==> src/rtl/fp_pipe_sched.sv <==
// -----------------------------------------------------------------------------
// fp_pipe_sched
// Issue scheduler / sequencer for the 5-stage multi-precision FP multiply-add
// pipe. Grants one of two requesters (half / single precision), drives the
// shared calculate_mode select, tracks valid/tag/mode through every stage,
// stalls the whole pipe on output backpressure, and drains the pipe before
// any precision switch so in-flight entries never mix modes.
//
// Ports
//   clk, rst_n                     clock (rising edge), async active-low reset
//   req_h_valid/tag/ready          half-precision requester handshake
//   req_s_valid/tag/ready          single-precision requester handshake
//   calculate_mode                 datapath precision select (1 = half)
//   issue_valid                    operands captured into stage 1 this cycle
//   stage_en                       common load enable for all stage registers
//   out_valid/out_ready            result handshake at the last stage
//   out_tag, out_mode              tag / mode of the result at the last stage
//   occupancy                      number of valid stages (0..STAGES)
//   busy                           pipe not empty or mid mode change
//
// FSM states
//   state     | meaning
//   ST_RUN    | issuing requests of the current mode
//   ST_DRAIN  | no issue; wait for the pipe to empty
//   ST_SWITCH | one cycle: toggle calculate_mode, clear burst counter
// -----------------------------------------------------------------------------
module fp_pipe_sched #(
    parameter int STAGES    = 5,
    parameter int TAG_W     = 4,
    parameter int MAX_BURST = 8
) (
    input  logic             clk,
    input  logic             rst_n,
    input  logic             req_h_valid,
    input  logic [TAG_W-1:0] req_h_tag,
    output logic             req_h_ready,
    input  logic             req_s_valid,
    input  logic [TAG_W-1:0] req_s_tag,
    output logic             req_s_ready,
    output logic             calculate_mode,
    output logic             issue_valid,
    output logic             stage_en,
    output logic             out_valid,
    input  logic             out_ready,
    output logic [TAG_W-1:0] out_tag,
    output logic             out_mode,
    output logic [2:0]       occupancy,
    output logic             busy
);

    localparam logic MODE_HALF = 1'b1;
    localparam int   BW        = $clog2(MAX_BURST + 1);

    typedef enum logic [1:0] {
        ST_RUN    = 2'd0,
        ST_DRAIN  = 2'd1,
        ST_SWITCH = 2'd2
    } state_t;

    state_t            state_q, state_d;
    logic              cmode_q, cmode_d;
    logic [BW-1:0]     burst_q, burst_d;
    logic [2:0]        occ_q, occ_d;

    // index 0 is stage 1, index STAGES-1 is the last stage
    logic [STAGES-1:0] v_q, v_d;
    logic [STAGES-1:0] mode_q, mode_d;
    logic [TAG_W-1:0]  tag_q [STAGES];
    logic [TAG_W-1:0]  tag_d [STAGES];

    logic              cur_valid;
    logic              other_valid;
    logic [TAG_W-1:0]  cur_tag;
    logic              burst_max;
    logic              grant;
    logic              xfer;

    // The favoured side after a switch is simply the new calculate_mode,
    // so the mode register doubles as the round-robin pointer.
    assign cur_valid   = (cmode_q == MODE_HALF) ? req_h_valid : req_s_valid;
    assign other_valid = (cmode_q == MODE_HALF) ? req_s_valid : req_h_valid;
    assign cur_tag     = (cmode_q == MODE_HALF) ? req_h_tag   : req_s_tag;
    assign burst_max   = (burst_q == BW'(MAX_BURST));

    assign stage_en = ~v_q[STAGES-1] | out_ready;
    assign xfer     = v_q[STAGES-1] & out_ready;

    // A waiting other-mode requester blocks further grants once the burst
    // limit is reached; that same cycle the FSM heads for DRAIN.
    assign grant = (state_q == ST_RUN) && stage_en && cur_valid &&
                   !(other_valid && burst_max);

    // ---------------------------------------------------------------- FSM
    always_ff @(posedge clk or negedge rst_n) begin
        if (!rst_n) begin
            state_q <= ST_RUN;
        end else begin
            state_q <= state_d;
        end
    end

    always_comb begin
        state_d = state_q;
        case (state_q)
            ST_RUN: begin
                if (other_valid && (!cur_valid || burst_max)) begin
                    state_d = ST_DRAIN;
                end
            end
            ST_DRAIN: begin
                // the switch is committed even if the other request drops
                if (occ_q == 3'd0) begin
                    state_d = ST_SWITCH;
                end
            end
            ST_SWITCH: state_d = ST_RUN;
            default:   state_d = ST_RUN;
        endcase
    end

    always_comb begin
        req_h_ready = 1'b0;
        req_s_ready = 1'b0;
        issue_valid = 1'b0;
        if (grant) begin
            issue_valid = 1'b1;
            if (cmode_q == MODE_HALF) begin
                req_h_ready = 1'b1;
            end else begin
                req_s_ready = 1'b1;
            end
        end
    end

    // ------------------------------------------------- mode / burst / count
    always_comb begin
        cmode_d = cmode_q;
        burst_d = burst_q;
        if (state_q == ST_SWITCH) begin
            cmode_d = ~cmode_q;
            burst_d = '0;
        end else if (!other_valid) begin
            burst_d = '0;
        end else if (grant) begin
            burst_d = burst_q + BW'(1);
        end
        occ_d = occ_q + {2'b00, grant} - {2'b00, xfer};
    end

    always_ff @(posedge clk or negedge rst_n) begin
        if (!rst_n) begin
            cmode_q <= 1'b0;
            burst_q <= '0;
            occ_q   <= 3'd0;
        end else begin
            cmode_q <= cmode_d;
            burst_q <= burst_d;
            occ_q   <= occ_d;
        end
    end

    // ------------------------------------------------------- stage tracking
    always_comb begin
        v_d    = v_q;
        mode_d = mode_q;
        for (int i = 0; i < STAGES; i++) begin
            tag_d[i] = tag_q[i];
        end
        if (stage_en) begin
            // bubbles shift along with everything else; nothing collapses
            v_d    = {v_q[STAGES-2:0], grant};
            mode_d = {mode_q[STAGES-2:0], cmode_q};
            tag_d[0] = grant ? cur_tag : '0;
            for (int i = 1; i < STAGES; i++) begin
                tag_d[i] = tag_q[i-1];
            end
        end
    end

    always_ff @(posedge clk or negedge rst_n) begin
        if (!rst_n) begin
            v_q    <= '0;
            mode_q <= '0;
            for (int i = 0; i < STAGES; i++) begin
                tag_q[i] <= '0;
            end
        end else begin
            v_q    <= v_d;
            mode_q <= mode_d;
            for (int i = 0; i < STAGES; i++) begin
                tag_q[i] <= tag_d[i];
            end
        end
    end

    assign calculate_mode = cmode_q;
    assign out_valid      = v_q[STAGES-1];
    assign out_tag        = tag_q[STAGES-1];
    assign out_mode       = mode_q[STAGES-1];
    assign occupancy      = occ_q;
    assign busy           = (occ_q != 3'd0) || (state_q != ST_RUN);

endmodule

==> config.mk <==
export PLATFORM = sky130hd
export DESIGN_NAME = fp_pipe_sched
export DESIGN_NICKNAME = d
export VERILOG_FILES = /design/src/rtl/fp_pipe_sched.sv
export SDC_FILE = /design/constraint.sdc
export NUM_CORES = 1
export LEC_CHECK = 0
export CORE_AREA = 2 2 65 67
export DETAILED_ROUTE_END_ITERATION = 7
export DIE_AREA = 0 0 67 69
export GPL_ROUTABILITY_DRIVEN = 0
export GPL_TIMING_DRIVEN = 0
export PLACE_DENSITY = 0.73
export SYNTH_ARGS = -nofsm -noshare
export SYNTH_HDL_FRONTEND = slang
export SYNTH_SLANG_ARGS = --single-unit
==> constraint.sdc <==
create_clock -name clk -period 3 [get_ports clk]
set_input_delay 0.9 -clock clk [delete_from_list [all_inputs] [get_ports clk]]
set_output_delay 0.9 -clock clk [all_outputs]
set_load 0.02 [all_outputs]
== After elaboration in Yosys (flattened, before gate mapping) ==
Cells that the tools add are included.
Word-level totals
  bits in registers: 40
  output and inout bits: 15
  logic and storage cells: 53
Cells by class
  $add $sub $neg: 3
  equal/unequal tests: 6
  mux-type cells: 15
  bitwise operators: 4
  reductions and logical operators: 14
Operator list (count)
  2-to-1 mux 4 bit: 5
  2-to-1 mux 1 bit: 7
  logical AND 1 bit: 5
  adder 4 x 1 -> 4 bit, second input constant: 1
  equality test 4 bit, second input constant: 1
  2-to-1 mux 2 bit: 2
  one-hot mux 2 bit (2 select lines): 1
  adder 3 x 1 -> 3 bit: 1
  logical NOT 3 bit: 1
  inequality test 3 x 1 -> 1 bit, second input constant: 1
  nonzero test 3 bit: 1
  subtractor 3 x 1 -> 3 bit: 1
  equality test 2 x 1 -> 1 bit, second input constant: 1
  equality test 2 bit, second input constant: 1
  logical NOT 1 bit: 2
  logical NOT 2 bit: 1
  logical OR 1 bit: 2
  inequality test 2 x 1 -> 1 bit, second input constant: 1
  inequality test 2 bit, second input constant: 1
  NOT 1 bit: 2
  AND reduction 2 bit: 1
  nonzero test 2 bit: 1
  AND 1 bit: 1
  OR 1 bit: 1

== Depth between registers and ports, before layout ==
  depth in word-level cells: 8
  gate-level depth with buffers: 11

== Worst setup path after synthesis ==
Ideal clock, no wire load.
  path type: input -> output
  start point: input req_s_valid
  end point: output req_h_ready
  arrival time: 2.079 ns
  path slack: 0.021 ns
  stages on the path: 5
  path buffers: 1
  cell sequence: mux2i_1 -> o311ai_2 -> buf_6 -> nor2_1 -> and2_1
On the way
  cells in the longest elaborated chain, start to end: 5
  elaborated cells between the ends (all ways): 7
  classes of those cells: 3 x mux; 4 x reduce/logical
Ends and longest elaborated chain
  start, declared: RTL line 37  | input logic req_s_valid,
  2-to-1 mux 1 bit: RTL line 81  | assign other_valid = (cmode_q == MODE_HALF) ? req_s_valid : req_h_valid;
  logical AND 1 bit: RTL line 91  | !(other_valid && burst_max);
  logical NOT 1 bit: RTL line 91
  logical AND 1 bit *: RTL line 90  | assign grant = (state_q == ST_RUN) && stage_en && cur_valid &&
  2-to-1 mux 1 bit *: RTL line 125  | if (grant) begin
  end, declared: RTL line 36  | output logic req_h_ready,
Mark *: on every way between the ends. The rest lies on a longest branch, timed or not.

== Worst setup path in the final report ==
  start point: input req_h_valid
  end point: output req_h_ready
On the way
  cells in the longest elaborated chain, start to end: 5
  elaborated cells between the ends (all ways): 7
  classes of those cells: 3 x mux; 4 x reduce/logical
Ends and longest elaborated chain
  start, declared: RTL line 34  | input logic req_h_valid,
  2-to-1 mux 1 bit: RTL line 81
  logical AND 1 bit: RTL line 91
  logical NOT 1 bit: RTL line 91
  logical AND 1 bit *: RTL line 90
  2-to-1 mux 1 bit *: RTL line 125
Marks and branches as above.

==> impl_results.md <==
- Post-synth EDFFs: 0
- CP max FO: 4
- Most used flip-flop cell after synthesis: dfrtp_1
- Largest net degree at the start of global routing: 30
- Post-synthesis sequential area ratio: 56.8%
- Design Area, Final: between 0.002 and 0.0025 mm2
- Crit start category: input port
- Final Setup Violations: 0
- Peak supply drop: 0.488 mV
- Hold slack: about 0.47 ns
- Area of placed instances: 0.00211 mm2
- Diodes inserted: 0
- TritonCTS buffer count: 5
- Period minus WS final: just under 3 ns
- Register area: 0.00100 mm2
- Number of synthesized register bits: 40
- Period utilization: 98.4%
- Pleak: 0.00116 uW
- Fmax: 339 MHz
- WL final: 3.20 mm
- Die width: 67 um
- Placed Instances: 262
- IO Count: 28
- Via count: 1309
- Net Count, Synth: between 200 and 250
- CTS tree: built
- Final hold vios: 0
- Worst setup EP type: output port
- RSZ-0062 raised after global routing: no
- Slew Limit Fails: 0
- Wire per inst: 11.6 um
- Synthesized instance count: 184
- Starting Density: ~45%
- Area growth, synth to finish: 30.0%
- CTS hold repair buffers: 0
- Row count: 23
- Die Ht: 69 um
- Clock tree buffer depth: 2
- Mapped Avg Cell Area: between 9 and 10 um2
- Slew of the pin with the lowest slew margin: 0.418 ns
- Arr. time, crit path: 2.05 ns
- Fill cells: 367
- Fraction of registers with async set or reset after synthesis: between 90% and 100%
- Final ANT Viol Nets: 0
- First-pass iteration count of the detailed router: 5
- # port buffers: 27
- Post-synth cell types: 37
- Netlist Area Pre-Place: 0.00176 mm2
- Max Cap Viol: 0
- Layout cell share with drive strength beyond 1: around 16%
- Crit Path Category: in2out
- Vias in the first global route: 1259
- Max Clock Skew: 0.00704 ns
- Root buf cell: clkbuf_8
- Worst-Skew Late Latency: just under 0.3 ns
- Global-route wire length before repair: 5.58 mm
- Power per cell area: 947 mW/mm2
- Fin nets: around 240
- DR iter-0 viols: 78
- Placeable Area: slightly below 0.004 mm2
- Number of remaining DRC errors: 0
- Dpl hpwl: 2.23 mm
- HP Class: reg2reg
- Grt ovf: 0
- Clock transition at the registers of the reported paths: about 0.080 ns
- Outcome: completed
- Area of the multi-input gates: approximately 700 um2
- Req. time, crit path: 2.10 ns
- H-Tree Depth: 2
- Initial antenna violation count: 0
- Syn. warnings: 0
- Via/cell ratio: about 4.8
- Clock sink total: 40
- Total Routing Usage GR: 16.0%
- Number of non-filler instances in the completed layout: ~280
- Die Footprint: 0.00462 mm2
- Slew margin rel.: 72.1%
## layout by cell type, fill, tap and decap left out, types with 3 or more instances in the layout
cell type        synthesis  final
nand2_1                 80     80
dfrtp_1                 40     40
clkdlybuf4s50_1          0     19
buf_4                    4     12
clkbuf_8                 0      7
o31ai_1                  5      5
mux2i_1                  5      4
inv_1                    3      3
buf_2                    2      3
ha_1                     3      3
dlygate4sd2_1            0      3
## critical path, stage by stage
cell	delay [ns]
dlygate4sd2_1	0.27
mux2_4	0.29
o311ai_2	0.10
buf_6	0.16
nor2_4	0.04
and2_1	0.14
buf_2	0.15
## logic make-up (layout without fill, tap and decap cells)
group	count (synthesis)	after routing	share of synthesized area, %
fa+ha+maj	4	4	3.27
compound gates	12	12	5.04
mux	6	6	3.48
flops	40	40	56.8
xor+xnor	4	4	1.99
buf+inv	16	57	4.83
simple gates	102	102	24.6
## power breakdown
group | total [uW] | switching [uW] | internal, uW
registers | 874 | 131 | 743
logic | 835 | 432 | 403
clock network | 460 | 188 | 272
## state kept, by name, summed over array words and instances (netlist names)
signal,flops
v_q,5
tag_q,16
burst_q,4
mode_q,5
state_q,2
calculate_mode,1
out_tag,4
occupancy,3
## synthesized netlist by cell type (2+ instances only)
master | n | area share, %
or3_1 | 2 | 0.71
buf_4 | 4 | 1.7
nand2_1 | 80 | 17
nor2_1 | 3 | 0.64
nor2b_1 | 2 | 0.71
buf_1 | 2 | 0.43
inv_1 | 3 | 0.64
clkbuf_1 | 3 | 0.64
a21oi_1 | 2 | 0.57
dfrtp_1 | 40 | 57
buf_2 | 2 | 0.57
ha_1 | 3 | 2.1
o31ai_1 | 5 | 2.1
nor3_1 | 3 | 0.85
xor2_1 | 2 | 0.99
mux2i_1 | 5 | 2.8
xnor2_1 | 2 | 0.99
nand4_1 | 2 | 0.71
## metrics by stage
step | worst slack (ns) | setup TNS [ns] | utilization, % | total power [uW]
2_1_floorplan | 0.0211 | 0 | - | 1380
3_3_place_gp | -0.812 | -2.99 | 53.5 | 1650
3_5_place_dp | -0.806 | -2.96 | 53.9 | 1680
4_1_cts | 0.00960 | 0 | 58.4 | 2180
5_1_grt | 0.00255 | 0 | 58.5 | 2330
6_report | 0.0492 | 0 | 58.5 | 2170
## path summary, 6_finish.rpt
kind / startpoint / endpoint / slack, ns / cells after the start
setup / recovery: req_h_valid / req_h_ready / 0.05 / 7
min in group asynchronous: rst_n / tag_q[7]$_DFFE_PN0N_ / 0.48 / 1
hold reg to reg: out_tag[2]$_DFFE_PN0N_ / out_tag[2]$_DFFE_PN0N_ / 0.47 / 2
max in group asynchronous: rst_n / burst_q[2]$_DFFE_PN0P_ / 2.08 / 2
setup reg to reg: burst_q[1]$_DFFE_PN0P_ / occupancy[2]$_DFF_PN0_ / 0.66 / 11
hold / removal: out_tag[2]$_DFFE_PN0N_ / out_tag[2]$_DFFE_PN0N_ / 0.47 / 2
## what timing repair did
item / 4_1_cts / 5_1_grt
endpoints found under the setup margin: 4 / 3
gates resized for setup: 25 / 3
pin swaps: 1 / 0
buffers inserted: 5 / 1
## layout make-up
class / instances / area share (%)
plain buffers: 11 / 3.44
repair buffers: 34 / 13.7
inverters: 4 / 0.655
well taps: 50 / 2.73
flip-flops and latches: 40 / 43.7
clock inverters: 2 / 1.69
multi-input cells: 128 / 30.5
clock buffers: 6 / 3.60
## metal layers
| metal | GRT usage (%) | part of all wire (%) | wire, um |
|---|---|---|---|
| met1 | 21.2 | 46 | 1480 |
| met2 | 24.6 | 48 | 1540 |
| met3 | 2.94 | 3.6 | 115 |
| met4 | 8.16 | 2.0 | 64 |
| met5 | 0 | 0 | 0 |
No activity file was read; power rests on OpenSTA's default activity.
